==> config.mk <==
export PLATFORM = sky130hd
export DESIGN_NAME = lead_count_normalizer
export DESIGN_NICKNAME = d
export VERILOG_FILES = /design/src/rtl/lead_count_normalizer_pkg.sv /design/src/rtl/lead_count_normalizer_lead_detect.sv /design/src/rtl/lead_count_normalizer.sv
export SDC_FILE = /design/constraint.sdc
export NUM_CORES = 1
export LEC_CHECK = 0
export ABC_AREA = 0
export BUFFER_PORTS_ARGS = -buffer_cell sky130_fd_sc_hd__buf_4
export CAP_MARGIN = 20
export CELL_PAD_IN_SITES_DETAIL_PLACEMENT = 1
export CELL_PAD_IN_SITES_GLOBAL_PLACEMENT = 2
export CORE_AREA = 2 2 112 114
export DETAILED_ROUTE_END_ITERATION = 6
export DIE_AREA = 0 0 114 116
export HOLD_SLACK_MARGIN = 0.12
export PLACE_DENSITY_LB_ADDON = 0.1
export SYNTH_ARGS = -nofsm -noshare
export SYNTH_HDL_FRONTEND = slang
export SYNTH_SLANG_ARGS = --single-unit
==> constraint.sdc <==
create_clock -name clk -period 2.3 [get_ports clk]
set_input_delay 0 -clock clk [delete_from_list [all_inputs] [get_ports clk]]
set_output_delay 0 -clock clk [all_outputs]
set_load 0.02 [all_outputs]
==> src/rtl/lead_count_normalizer_pkg.sv <==
// lead_count_pkg: shared state encoding, default sizing and lead-bit constants
// for the lead count normalizer.
package lead_count_pkg;
  typedef enum logic [1:0] {IDLE, COARSE, FINE, DONE} state_e;
  localparam int DEF_WIDTH = 32;
  localparam int DEF_STEP = 4;
  localparam int CNT_W = $clog2(DEF_WIDTH) + 1;
  localparam logic LEAD_ZERO = 1'b0;
  localparam logic LEAD_ONE = 1'b1;
endpackage

==> src/rtl/lead_count_normalizer_lead_detect.sv <==
// lead_detect: compares the top STEP bits of the working operand against the lead bit.
module lead_detect
  import lead_count_pkg::*;
#(
  parameter int STEP = DEF_STEP
) (
  input  logic [STEP-1:0] opnd_i,
  input  logic            lead_i,
  output logic            all_lead_o,
  output logic            msb_lead_o
);
  assign all_lead_o = opnd_i == {STEP{lead_i}};
  assign msb_lead_o = opnd_i[STEP-1] == lead_i;
endmodule

==> src/rtl/lead_count_normalizer.sv <==
// lead_count_normalizer: multi-cycle CLZ/CLO with normalizing left shift.
// Optional LEAD_COUNT_ZERO_DETECT_EN short-cuts all-lead operands on accept.
module lead_count_normalizer
  import lead_count_pkg::*;
#(
  parameter int WIDTH = DEF_WIDTH,
  parameter int STEP  = DEF_STEP
) (
  input  logic                   clk,
  input  logic                   reset,
  input  logic                   start,
  input  logic                   clo,
  input  logic [WIDTH-1:0]       a,
  output logic                   busy,
  output logic                   done,
  output logic [$clog2(WIDTH):0] count,
  output logic [WIDTH-1:0]       normalized
);
  localparam int CW = $clog2(WIDTH) + 1;
  localparam logic [CW-1:0] FULL = CW'(WIDTH);
  localparam logic [CW-1:0] CSTEP = CW'(STEP);
  localparam logic [CW-1:0] ONE = CW'(1);

  state_e state_q, state_d;
  logic [WIDTH-1:0] opnd_q, opnd_d, norm_q, norm_d;
  logic [CW-1:0] cnt_q, cnt_d, count_q, count_d;
  logic lead_q, lead_d, all_lead, msb_lead, accept, a_all_lead;

  assign accept = (state_q == IDLE) && start;

`ifdef LEAD_COUNT_ZERO_DETECT_EN
  assign a_all_lead = a == {WIDTH{clo}};
`else
  assign a_all_lead = 1'b0;
`endif

  lead_detect #(.STEP(STEP)) u_detect (
    .opnd_i     (opnd_q[WIDTH-1 -: STEP]),
    .lead_i     (lead_q),
    .all_lead_o (all_lead),
    .msb_lead_o (msb_lead)
  );

  always_ff @(posedge clk or negedge reset)
    if (!reset) state_q <= IDLE;
    else state_q <= state_d;

  always_comb begin
    state_d = state_q;
    case (state_q)
      IDLE:    state_d = start ? COARSE : IDLE;
      COARSE:  state_d = (cnt_q == FULL) ? DONE : all_lead ? COARSE : FINE;
      FINE:    state_d = (cnt_q == FULL || !msb_lead) ? DONE : FINE;
      default: state_d = IDLE;
    endcase
  end

  // An all-lead operand is preloaded as fully shifted so COARSE exits at once.
  always_comb begin
    opnd_d  = opnd_q;
    cnt_d   = cnt_q;
    lead_d  = lead_q;
    count_d = count_q;
    norm_d  = norm_q;
    if (accept) begin
      lead_d = clo ? LEAD_ONE : LEAD_ZERO;
      opnd_d = a_all_lead ? '0 : a;
      cnt_d  = a_all_lead ? FULL : '0;
    end else if (state_q == COARSE && state_d == COARSE) begin
      opnd_d = opnd_q << STEP;
      cnt_d  = cnt_q + CSTEP;
    end else if (state_q == FINE && state_d == FINE) begin
      opnd_d = opnd_q << 1;
      cnt_d  = cnt_q + ONE;
    end
    if (state_q != DONE && state_d == DONE) begin
      count_d = cnt_q;
      norm_d  = opnd_q;
    end
  end

  always_ff @(posedge clk or negedge reset)
    if (!reset) begin
      opnd_q  <= '0;
      cnt_q   <= '0;
      lead_q  <= LEAD_ZERO;
      count_q <= '0;
      norm_q  <= '0;
    end else begin
      opnd_q  <= opnd_d;
      cnt_q   <= cnt_d;
      lead_q  <= lead_d;
      count_q <= count_d;
      norm_q  <= norm_d;
    end

  always_comb begin
    busy       = state_q != IDLE;
    done       = state_q == DONE;
    count      = count_q;
    normalized = norm_q;
  end
endmodule

# [Word level (Yosys, flattened, before mapping)]
# Cells that the tools add are included.
[totals] output_inout_bits=40 ram_bits=0 elab_cells=39 latchBits=0 ff_bits=79 mem_count=0 in_bits=36 rom_bits=0
[op_classes] n_div=0 muxes=12 add_sub_neg=2 multipliers=0 n_reduce_logical=9 n_eq_ne=10 n_bitwise=0 order_cmp=0 n_shift=0
[op_table] op="two-way mux 32 bit" count=3
[op_table] op="two-way mux 6 bit" count=3
[op_table] op="equality test 2 bit, second input constant" count=4
[op_table] op="adder 6 x 1 -> 6 bit, second input constant" count=1
[op_table] op="adder 6 x 3 -> 6 bit, second input constant" count=1
[op_table] op="equality test 6 bit, second input constant" count=1
[op_table] op="one-hot mux 2 bit (3 select lines)" count=1
[op_table] op="equality test 2 x 1 -> 1 bit, second input constant" count=2
[op_table] op="equality test 4 bit" count=1
[op_table] op="logical AND 1 bit" count=4
[op_table] op="two-way mux 2 bit" count=2
[op_table] op="two-way mux 1 bit" count=3
[op_table] op="nonzero test 3 bit" count=1
[op_table] op="logical NOT 2 bit" count=1
[op_table] op="!= test 2 bit, second input constant" count=1
[op_table] op="nonzero test 2 bit" count=1
[op_table] op="equality test 1 bit" count=1
[op_table] op="logical NOT 1 bit" count=1
[op_table] op="logical OR 1 bit" count=1

# [Longest topological paths before layout]
# Gate-level depths: netlist (run 1).
[logic_depth] ltp_word=10 ltp_mapped=9 mapped_depth_nobuf=7

# [By module]
# Synthesis (run 1) repeated with hierarchy kept, for this count alone.
[unflattened] hier_cells=326 area_unflattened_um2=3926.3
[by_module_without_submodules] module="lead_count_normalizer" seq_area_each_um2=1976.9 area_per_inst_um2=3893.7 cells_each=322 instances=1
[by_module_without_submodules] module="lead_detect" seq_area_each_um2=0.0 area_per_inst_um2=32.5 cells_each=4 instances=1

# [Worst setup path after synthesis (run 1)]
# Ideal clock, no wire load.
[synth_path] path_type="flip-flop to flip-flop" startpoint="register cnt_q[0]" endpoint="register count_q[4], in the netlist count[4]" path_stages_with_launch=9 path_slack_ns=0.184 synth_period_minus_slack_ns=2.116 setup_ns=0.125 n_path_buf=2 t_arrival_ns=1.991 required_time_ns=2.175 cell_sequence="dfrtp_1 inv_1 ha_1 nand4b_1 a311oi_1 and3b_1 buf_6 buf_6 mux2_4"
[synth_via] elab_chain_cells=6 word_cells_on_any_way=7 cone_classes="eq/ne (2); mux (3); reduce/logical (2)"
[synth_rtl] element="start: declaration" line="lead_count_normalizer.sv:26" text="logic [CW-1:0] cnt_q, cnt_d, count_q, count_d;"
[synth_rtl] element="start signal: assignment" line="lead_count_normalizer.sv:91" text="cnt_q <= cnt_d;"
[synth_rtl] element="equality test 6 bit *" line="lead_count_normalizer.sv:52, lead_count_normalizer.sv:53"
[synth_rtl] element="logical OR 1 bit" line="lead_count_normalizer.sv:53" text="FINE: state_d = (cnt_q == FULL || !msb_lead) ? DONE : FINE;"
[synth_rtl] element="two-way mux 1 bit" line="lead_count_normalizer.sv:53"
[synth_rtl] element="one-hot mux 2 bit (3 select lines) *" line="lead_count_normalizer.sv:50" text="case (state_q)"
[synth_rtl] element="equality test 2 bit *" line="lead_count_normalizer.sv:76" text="if (state_q != DONE && state_d == DONE) begin"
[synth_rtl] element="logical AND 1 bit *" line="lead_count_normalizer.sv:76"
[synth_rtl] element="end signal: assignment" line="lead_count_normalizer.sv:93" text="count_q <= count_d;"
[synth_rtl] element="end: declaration" line="lead_count_normalizer.sv:26"
# Mark *: on every way between the ends. The rest lies on a longest branch, timed or not.
# A chain may end at the register's enable or synchronous reset.

# [Worst setup path after layout (run 1)]
[layout_path] startpoint="register cnt_q[0]" endpoint="register norm_q[21], in the netlist normalized[21]"
[layout_via] word_cells_on_any_way=7 cone_classes="eq/ne (2); mux (3); reduce/logical (2)"
[layout_lines] element="equality test 6 bit" line="lead_count_normalizer.sv:52" text="COARSE: state_d = (cnt_q == FULL) ? DONE : all_lead ? COARSE : FINE;"
[layout_lines] element="two-way mux 2 bit" line="lead_count_normalizer.sv:52"
[layout_lines] element="one-hot mux 2 bit (3 select lines)" line="lead_count_normalizer.sv:50"
[layout_lines] element="net state_d[1]" line="lead_count_normalizer.sv:24" text="state_e state_q, state_d;"
[layout_lines] element="equality test 2 bit" line="lead_count_normalizer.sv:76"
[layout_lines] element="logical AND 1 bit" line="lead_count_normalizer.sv:76"
[layout_lines] element="end signal: assignment" line="lead_count_normalizer.sv:94" text="norm_q <= norm_d;"
[layout_lines] element="end: declaration" line="lead_count_normalizer.sv:25" text="logic [WIDTH-1:0] opnd_q, opnd_d, norm_q, norm_d;"
# The timed path passes the listed nets, and every way through them passes these cells.

==> results.txt, run 1 <==
Clock tree synthesis selected as its root buffer the cell sky130_fd_sc_hd__clkbuf_16. The largest fanout on the critical path is 23. The total overflow left after global routing is 0. Row generation in the floorplan step produced 40 rows. STA classifies the critical path endpoint as a flop. The first-pass GRT wire length came out at 17,400 um.

The H-tree depth came out at 3. The tightest hold path in the finished design has a slack of ~0.17 ns. The largest total area in the synthesized netlist belongs to sky130_fd_sc_hd__dfrtp_1. The number of library cell types mapped by synthesis came out at 39. In this run, the number of DRC markers left after iteration 0 of detailed routing was 90. The worst clock skew on the final layout came out at between 0.006 and 0.007 ns.

The ratio of cells with drive above 1 in the final layout is 0.290. The minimum setup slack among reg-to-reg paths is 0.15 ns. The flow ran to the end, and the final reports show no timing, DRC or antenna violations.

The final RePlAce weighted congestion came out at approximately 0.76. In this run the count of I/O pins placed on the die edge is 76. The layout net count came out at 498. The gate count of the mapped netlist came out at 341.

Sorting the synthesized cells by area gives the leading types as sky130_fd_sc_hd__dfrtp_1 (53%), sky130_fd_sc_hd__mux2_4 (8.0%), sky130_fd_sc_hd__mux2_1 (5.4%). For the worst setup path, the data arrival time is 2.36 ns. The antenna diode count came out at 0. The proportion of synthesized flip-flops having asynchronous set or reset came out at 1.00. The synthesis-to-finish area growth is 38.7%. The share of the Yosys chip area taken by registers is 0.528.

The count of maximum capacitance violations is 0. The worst register-to-register path ends at normalized[21]. The routed design could run at a clock period as short as 2.15 ns. The total power draw is 7740 uW. Timing would allow up to 465 MHz. The number of remaining DRC errors is 0. The final worst-path setup slack came out at roughly 0.15 ns. The latest clock arrival within the worst-skew pair is 0.33 ns.

The detailed-route wire length per cell came out at around 17 um. The library cell used most frequently in the layout, excluding fill and tap cells, is sky130_fd_sc_hd__buf_4. The worst setup slack before clock tree synthesis is -0.0205 ns. The number of antenna-violating nets in the routed design is 0. The detailed-route vias per instance is roughly 5. Including well taps, the total number of placed cells is 557. In this run the worst setup path begins at cnt_q[0]. The mean instance size in the synthesized netlist came out at 11.0 um2. The yosys synthesis warning count is 0. The final-report setup violation count is 0. Entering global routing, the biggest net connects 46 pins.

The end-of-flow core utilization came out at 0.436. The combined buffer and inverter count along the critical path came out at 3. The max-slew violation count came out at 0. The worst setup path is launched from a flop. The total via count after detailed routing is between 3k and 4k. The number of enable flip-flop cells after synthesis came out at 0.

The die is 114 um wide. The CTS tree is done. The number of detailed-routing iterations run before antenna repair came out at 4. The critical path's slowest cell is sky130_fd_sc_hd__dfrtp_1.

The post-route fraction of the period consumed by the critical path came out at 0.934. The global-route total usage across every layer came out at 0.169. The worst-case reg-to-reg path depth is 9. The starting utilization of the core area is 0.314. At the worst endpoint, the required time is ~2.5 ns. The y dimension of the die is 116 um. VDD sags by at most approximately 0.40 mV.

TritonCTS created 9 clock buffers. The number of global-route vias before repair came out at 3,230. The library cells used most frequently in the layout, excluding fill and tap cells, are sky130_fd_sc_hd__buf_4 (89), sky130_fd_sc_hd__dfrtp_1 (79), sky130_fd_sc_hd__nand2_1 (41). The areal power density over the cells came out at 1490 nW/um2. The kind of cell with the highest combined delay along the critical path is buffers and inverters. The floorplan step defined a die boundary enclosing between 10,000 and 15,000 um2. The actual transition at the worst max-transition pin is about 0.48 ns.

The worst pin sits at a relative slew slack of 0.681. Clock-pin slew was measured on the worst setup and hold paths at approximately 0.06 ns. During placement, the flow inserted port buffers numbering 75. The fraction of post-synthesis cell area in the top cell type by area came out at 0.528. The leakage dissipation came out at 0.00245 uW. Once layout is complete, the cells apart from fillers number 609. The maximum root-to-sink buffer count came out at 2.

The worst stage delay on the critical path is 0.37 ns. The worst register-to-register path begins at cnt_q[0]. For this run, the leading register cell type out of synthesis is sky130_fd_sc_hd__dfrtp_1. The count of clock tree sinks came out at 79. The core box area came out at roughly 12,000 um2. The post-detailed-placement half-perimeter wirelength came out at 7070 um.

The netlist area before placement is around 3700 um2. The critical path is of the flop to flop type. The initial antenna violation count came out at 0. The number of nets in the synthesized netlist is 381.

The number of synthesized register bits is 79. The final routed wirelength across all metal layers is approximately 11,000 um. The final number of hold-violating endpoints is 0.

Setup repair after global routing left no endpoint under its margin. The signal on the critical path passes through inv_1 -> ha_1 -> nand4b_1 -> buf_4 -> o211ai_1 -> a21o_1 -> and3b_2 -> buf_12 -> mux2_1. In this run the worst hold path is classified as primary input to async pin.
[through the flow]
step	instance area (um2)	TNS [ns]
global route	5190	0
floorplan	3740	0
CTS	5180	0
global placement	4550	0
detailed placement	4550	-0.106
finish	5190	0
[timing repair]
action,4_1_cts,5_1_grt
endpoints found under the hold margin,113,0
endpoints found under the setup margin,28,22
gates resized for setup,1,1
pin swaps,1,0
hold buffers,35,0
setup buffers,2,0
[flip-flops by register name, summed over array words and instances, names as in the netlist]
name	cells
count	6
cnt_q	6
opnd_q	32
lead_q	1
normalized	32
state_q	2
[synth_stat cells (2+ instances only)]
cell type                  instances
sky130_fd_sc_hd__dfrtp_1          79
sky130_fd_sc_hd__nand2_1          41
sky130_fd_sc_hd__o21ai_0          21
sky130_fd_sc_hd__mux2_4           20
sky130_fd_sc_hd__nor2_1           19
sky130_fd_sc_hd__mux2_1           18
sky130_fd_sc_hd__o21ai_1          17
sky130_fd_sc_hd__a21oi_1          16
sky130_fd_sc_hd__clkbuf_1         15
sky130_fd_sc_hd__a22oi_1          14
sky130_fd_sc_hd__a21o_1           11
sky130_fd_sc_hd__a31oi_1           9
sky130_fd_sc_hd__inv_1             8
sky130_fd_sc_hd__and3_1            6
sky130_fd_sc_hd__nand3_1           5
sky130_fd_sc_hd__a22o_1            4
sky130_fd_sc_hd__buf_2             4
sky130_fd_sc_hd__ha_1              4
sky130_fd_sc_hd__buf_6             3
sky130_fd_sc_hd__nor2b_1           3
sky130_fd_sc_hd__o211ai_1          3
sky130_fd_sc_hd__a211oi_1          2
sky130_fd_sc_hd__and2_1            2
sky130_fd_sc_hd__o31ai_1           2
[power breakdown]
group / leakage, uW / internal [uW] / switching [uW]
Sequential: 0.000975 / 2040 / 574
Clock: 0.000131 / 749 / 556
Combinational: 0.00134 / 1830 / 1990
[how the worst max path moves through the flow]
stage | endpoint | cells past startpoint | slack, ns
after global placement | normalized[19] | 7 | 0.09
after detailed placement | normalized[21] | 7 | -0.02
after global routing | normalized[23] | 9 | 0.04
final | normalized[21] | 9 | 0.15
after CTS | normalized[21] | 9 | 0.12
after floorplan | count[4] | 8 | 0.18
[routing by layer]
| layer | part of all wire | GRT usage |
|---|---|---|
| met1 | 0.49 | 0.230 |
| met5 | 0 | 0 |
| met4 | 0.015 | 0.0585 |
| met2 | 0.48 | 0.278 |
| met3 | 0.022 | 0.0225 |
[worst register-to-register path, stage by stage (launching register included)]
cell and delay, ns:
sky130_fd_sc_hd__dfrtp_1 0.37, sky130_fd_sc_hd__inv_1 0.10, sky130_fd_sc_hd__ha_1 0.16, sky130_fd_sc_hd__nand4b_1 0.14, sky130_fd_sc_hd__buf_4 0.19, sky130_fd_sc_hd__o211ai_1 0.08, sky130_fd_sc_hd__a21o_1 0.16, sky130_fd_sc_hd__and3b_2 0.25
sky130_fd_sc_hd__buf_12 0.21, sky130_fd_sc_hd__mux2_1 0.36
[logic make-up after synthesis]
| kind of cell | count (synthesis) | share of synthesized area |
|---|---|---|
| adders and majority gates | 4 | 0.0134 |
| xor gates and xnor gates | 2 | 0.00669 |
| DFF | 79 | 0.528 |
| muxes | 39 | 0.137 |
| AOI/OAI and AO/OA | 105 | 0.175 |
| buffers and inverters | 30 | 0.0374 |
| and+or+nand+nor | 82 | 0.102 |
[cell type report]
cell class                      instances  area [um2]
Tap cell                              147         184
Clock inverter                          4        22.5
Sequential cell                        79        1980
Clock buffer                           11         243
Timing Repair Buffer                  128        1100
Inverter                                8        30.0
Multi-Input combinational cell        232        1640
Fill cell                            1292        6720
Power figures use the tool's default switching activity.
==> run 2: changes to the inputs <==
--- a/config.mk
+++ b/config.mk
@@ -15,6 +15,7 @@
 export DIE_AREA = 0 0 114 116
 export HOLD_SLACK_MARGIN = 0.12
 export PLACE_DENSITY_LB_ADDON = 0.1
+export RECOVER_POWER = 100
 export SYNTH_ARGS = -nofsm -noshare
 export SYNTH_HDL_FRONTEND = slang
 export SYNTH_SLANG_ARGS = --single-unit
==> run 2 against run 1 <==
Via count up 0.69%. Die area stayed put. Total power is 7.0% lower. Routed wire length fell by 0.61%. Clock power barely moved. Clock skew about the same. Setup slack improved by 0.024 ns. Sequential cell count stayed put. Critical path type unchanged. Largest cell class unchanged.
==> results.txt, run 2 (same netlist as run 1, synthesis figures left out) <==
The flow ran to the end, and the final reports show no timing, DRC or antenna violations. The critical path in this run is classified as flop to flop. The areal power density over the cells came to 1450 nW/um2 (-2.6%). The initial antenna violation count came out at 0 (unchanged).

The die width came out at 114 um (unchanged). The combined buffer and inverter count along the critical path is 3 (unchanged). The final RePlAce weighted congestion is 0.755 (unchanged).

The antenna diode count came out at 0 (unchanged). The post-layout minimum cycle time is 2.12 ns (-0.0242 ns). The switching share of power is 0.424 (+0.0202).

The kind of capture point of the worst setup path is a flop. The critical path's slowest cell is sky130_fd_sc_hd__dfrtp_1. The number of antenna-violating nets in the routed design is 0 (unchanged). The detailed-route wire length per cell was 17.3 um (-0.61%). The starting utilization of the core area is 0.314 (unchanged). The layout net count is 498 (unchanged).

The placement-stage cell area is 4550 um2 (unchanged). The worst register-to-register path ends at count[3]. The data required time of the critical path came to 2.51 ns (about the same).

The I/O pin count came out at 76 (unchanged). The number of global-route vias before repair is 3,230 (unchanged). The total via count after detailed routing came out at 3,061 (+0.69%). Setup repair after global routing left no endpoint under its margin. The global-route total usage across every layer is 0.169 (unchanged). The actual transition at the worst max-transition pin is 0.928 ns (+0.449 ns). The finished layout cell area is 4950 um2 (-4.5%). The post-detailed-placement half-perimeter wirelength is 7070 um (unchanged). The share of total power in the clock network is 0.182 (+0.013). The design internal power came to 4140 uW (-10%).

The first-pass GRT wire length is 17,400 um (unchanged). The worst stage delay on the critical path came out at 0.37 ns (about the same). The leakage dissipation came out at 0.00225 uW (-7.9%).

The origin of the critical flop-to-flop path is cnt_q[0]. The clock slew at the register clock pins of the worst setup and hold paths came to 0.06 ns (about the same). The worst-case reg-to-reg path depth came out at 9 (unchanged). The core box area was 11,900 um2 (unchanged).

The tightest hold margin is 0.338 ns (+0.173 ns). The power share of the combinational group came out at 0.459 (-0.035). The library cell used most frequently in the layout, excluding fill and tap cells, is sky130_fd_sc_hd__dfrtp_1.

The final-report setup violation count came out at 0 (unchanged). The detailed-route vias per instance is 5.03 (+0.69%). The library cells used most frequently in the layout, excluding fill and tap cells, are sky130_fd_sc_hd__dfrtp_1 (79), sky130_fd_sc_hd__buf_4 (47), sky130_fd_sc_hd__nand2_1 (41), sky130_fd_sc_hd__clkbuf_1 (41), sky130_fd_sc_hd__dlygate4sd3_1 (35). The H-tree depth is 3 (unchanged). The largest fanout on the critical path came out at 15 (-35%). The largest voltage drop on the vdd net is 0.372 mV (-6.2%). The cell sitting at the root of the clock tree is a sky130_fd_sc_hd__clkbuf_16. The net switching power came out at 3050 uW (-2.4%). The number of CTS-inserted buffers is 9 (unchanged). The maximum frequency from static timing analysis is 471 MHz (+1.1%).

The maximum root-to-sink buffer count was 2 (unchanged). The number of detailed-routing iterations run before antenna repair is 5 (+1). The remaining global-route overflow came out at 0 (unchanged).

The minimum setup slack among reg-to-reg paths came to 0.18 ns (+0.02 ns). The number of buffer cells added on primary ports came to 75 (unchanged). The ratio of cells with drive above 1 in the final layout is 0.167 (-0.123). The cell row count came to 40 (unchanged). The largest net degree at the start of global routing was 46 (unchanged).

The final number of hold-violating endpoints came out at 0 (unchanged). The part of the total power dissipated in sequential elements was 0.360 (+0.022). The final worst-path setup slack came out at 0.176 ns (+0.0242 ns). The launching element type of the critical path is a flop. The y dimension of the die came out at 116 um (unchanged). The die footprint came to 13,200 um2 (unchanged). The min-delay analysis places its worst path in the category primary input to async pin.

Compared with the post-synthesis result, the final layout area differs by 32.4%. The final routed wirelength across all metal layers is 10,500 um (-0.61%). The signal on the critical path passes through inv_1 -> ha_1 -> nand4b_1 -> buf_4 -> o211ai_1 -> a21o_1 -> and3b_2 -> buf_6 -> mux2_1. The worst max-slew margin expressed relative to the limit is 0.381 (-0.299). The number of remaining DRC errors came out at 0 (unchanged). The count of maximum capacitance violations is 0 (unchanged). The max-slew violation count came to 0 (unchanged).

The worst path arrival time was 2.34 ns (-0.02 ns). The worst clock skew on the final layout is 0.00596 ns (-0.0000739 ns). The post-route fraction of the period consumed by the critical path is 0.924 (-0.0105). The iteration-0 DRC count of the detailed router came out at 91 (+1.1%).

TritonCTS built the clock tree. The latest clock arrival within the worst-skew pair came out at 0.33 ns (about the same). The sum of negative setup slack is 0 ns (unchanged). The worst setup slack before clock tree synthesis is -0.0205 ns (unchanged). Broken down by cell family, the worst path's largest delay share belongs to buffers and inverters. The count of clock tree sinks is 79 (unchanged). The number of stages on the worst setup path is 9 (unchanged).

The end-of-flow core utilization came to 0.416 (-0.0197).
==> run 2: how the worst max path moves through the flow <==
stage | from | endpoint | slack, ns
2_1_floorplan | cnt_q[0] | count[4] | 0.18
6_report | cnt_q[0] | count[3] | 0.18
3_3_place_gp | cnt_q[0] | normalized[19] | 0.09
5_1_grt | cnt_q[0] | opnd_q[31] | 0.04
4_1_cts | cnt_q[0] | normalized[21] | 0.12
3_5_place_dp | cnt_q[0] | normalized[21] | -0.02
==> run 2: cell type report <==
type	instances	area (um2)
repair buffers	128	928
clock inverters	4	22.5
well taps	147	184
flip-flops and latches	79	1980
inverters	8	30.0
multi-input cells	232	1570
fillers	1342	6960
clock buffers	11	243
==> run 2: timing repair <==
| action | CTS | global route |
|---|---|---|
| hold buffers | 35 | 0 |
| setup buffers | 2 | 0 |
| cloned | 0 | 0 |
| pin swaps | 1 | 0 |
| gates resized for setup | 1 | 1 |
| hold endpoints to repair | 113 | 0 |
| setup endpoints to repair | 28 | 22 |
==> run 2: routing by layer <==
metal / share of wire / routed length, um / vias to the layer above / track usage
met5: 0 / 0 / - / 0
met3: 0.023 / 237 / 13 / 0.0225
met1: 0.49 / 5140 / 1539 / 0.230
li1: - / - / 1457 / -
met4: 0.014 / 149 / 0 / 0.0585
met2: 0.47 / 5000 / 52 / 0.278
==> run 2: metrics by stage <==
| step | std cells | power, uW |
|---|---|---|
| 5_1_grt | 609 | 7780 |
| 6_report | 609 | 7190 |
| 3_5_place_dp | 557 | 6440 |
| 2_1_floorplan | 341 | 5030 |
| 4_1_cts | 609 | 7830 |
| 3_3_place_gp | 557 | 6350 |
==> run 2: power groups by stage <==
stage,sequential (uW),clock (uW),combinational [uW]
after floorplan,2830,0,2200
after CTS,2620,1340,3870
after detailed placement,2630,0,3810
after global routing,2690,1420,3670
after global placement,2620,0,3730
final,2590,1310,3300
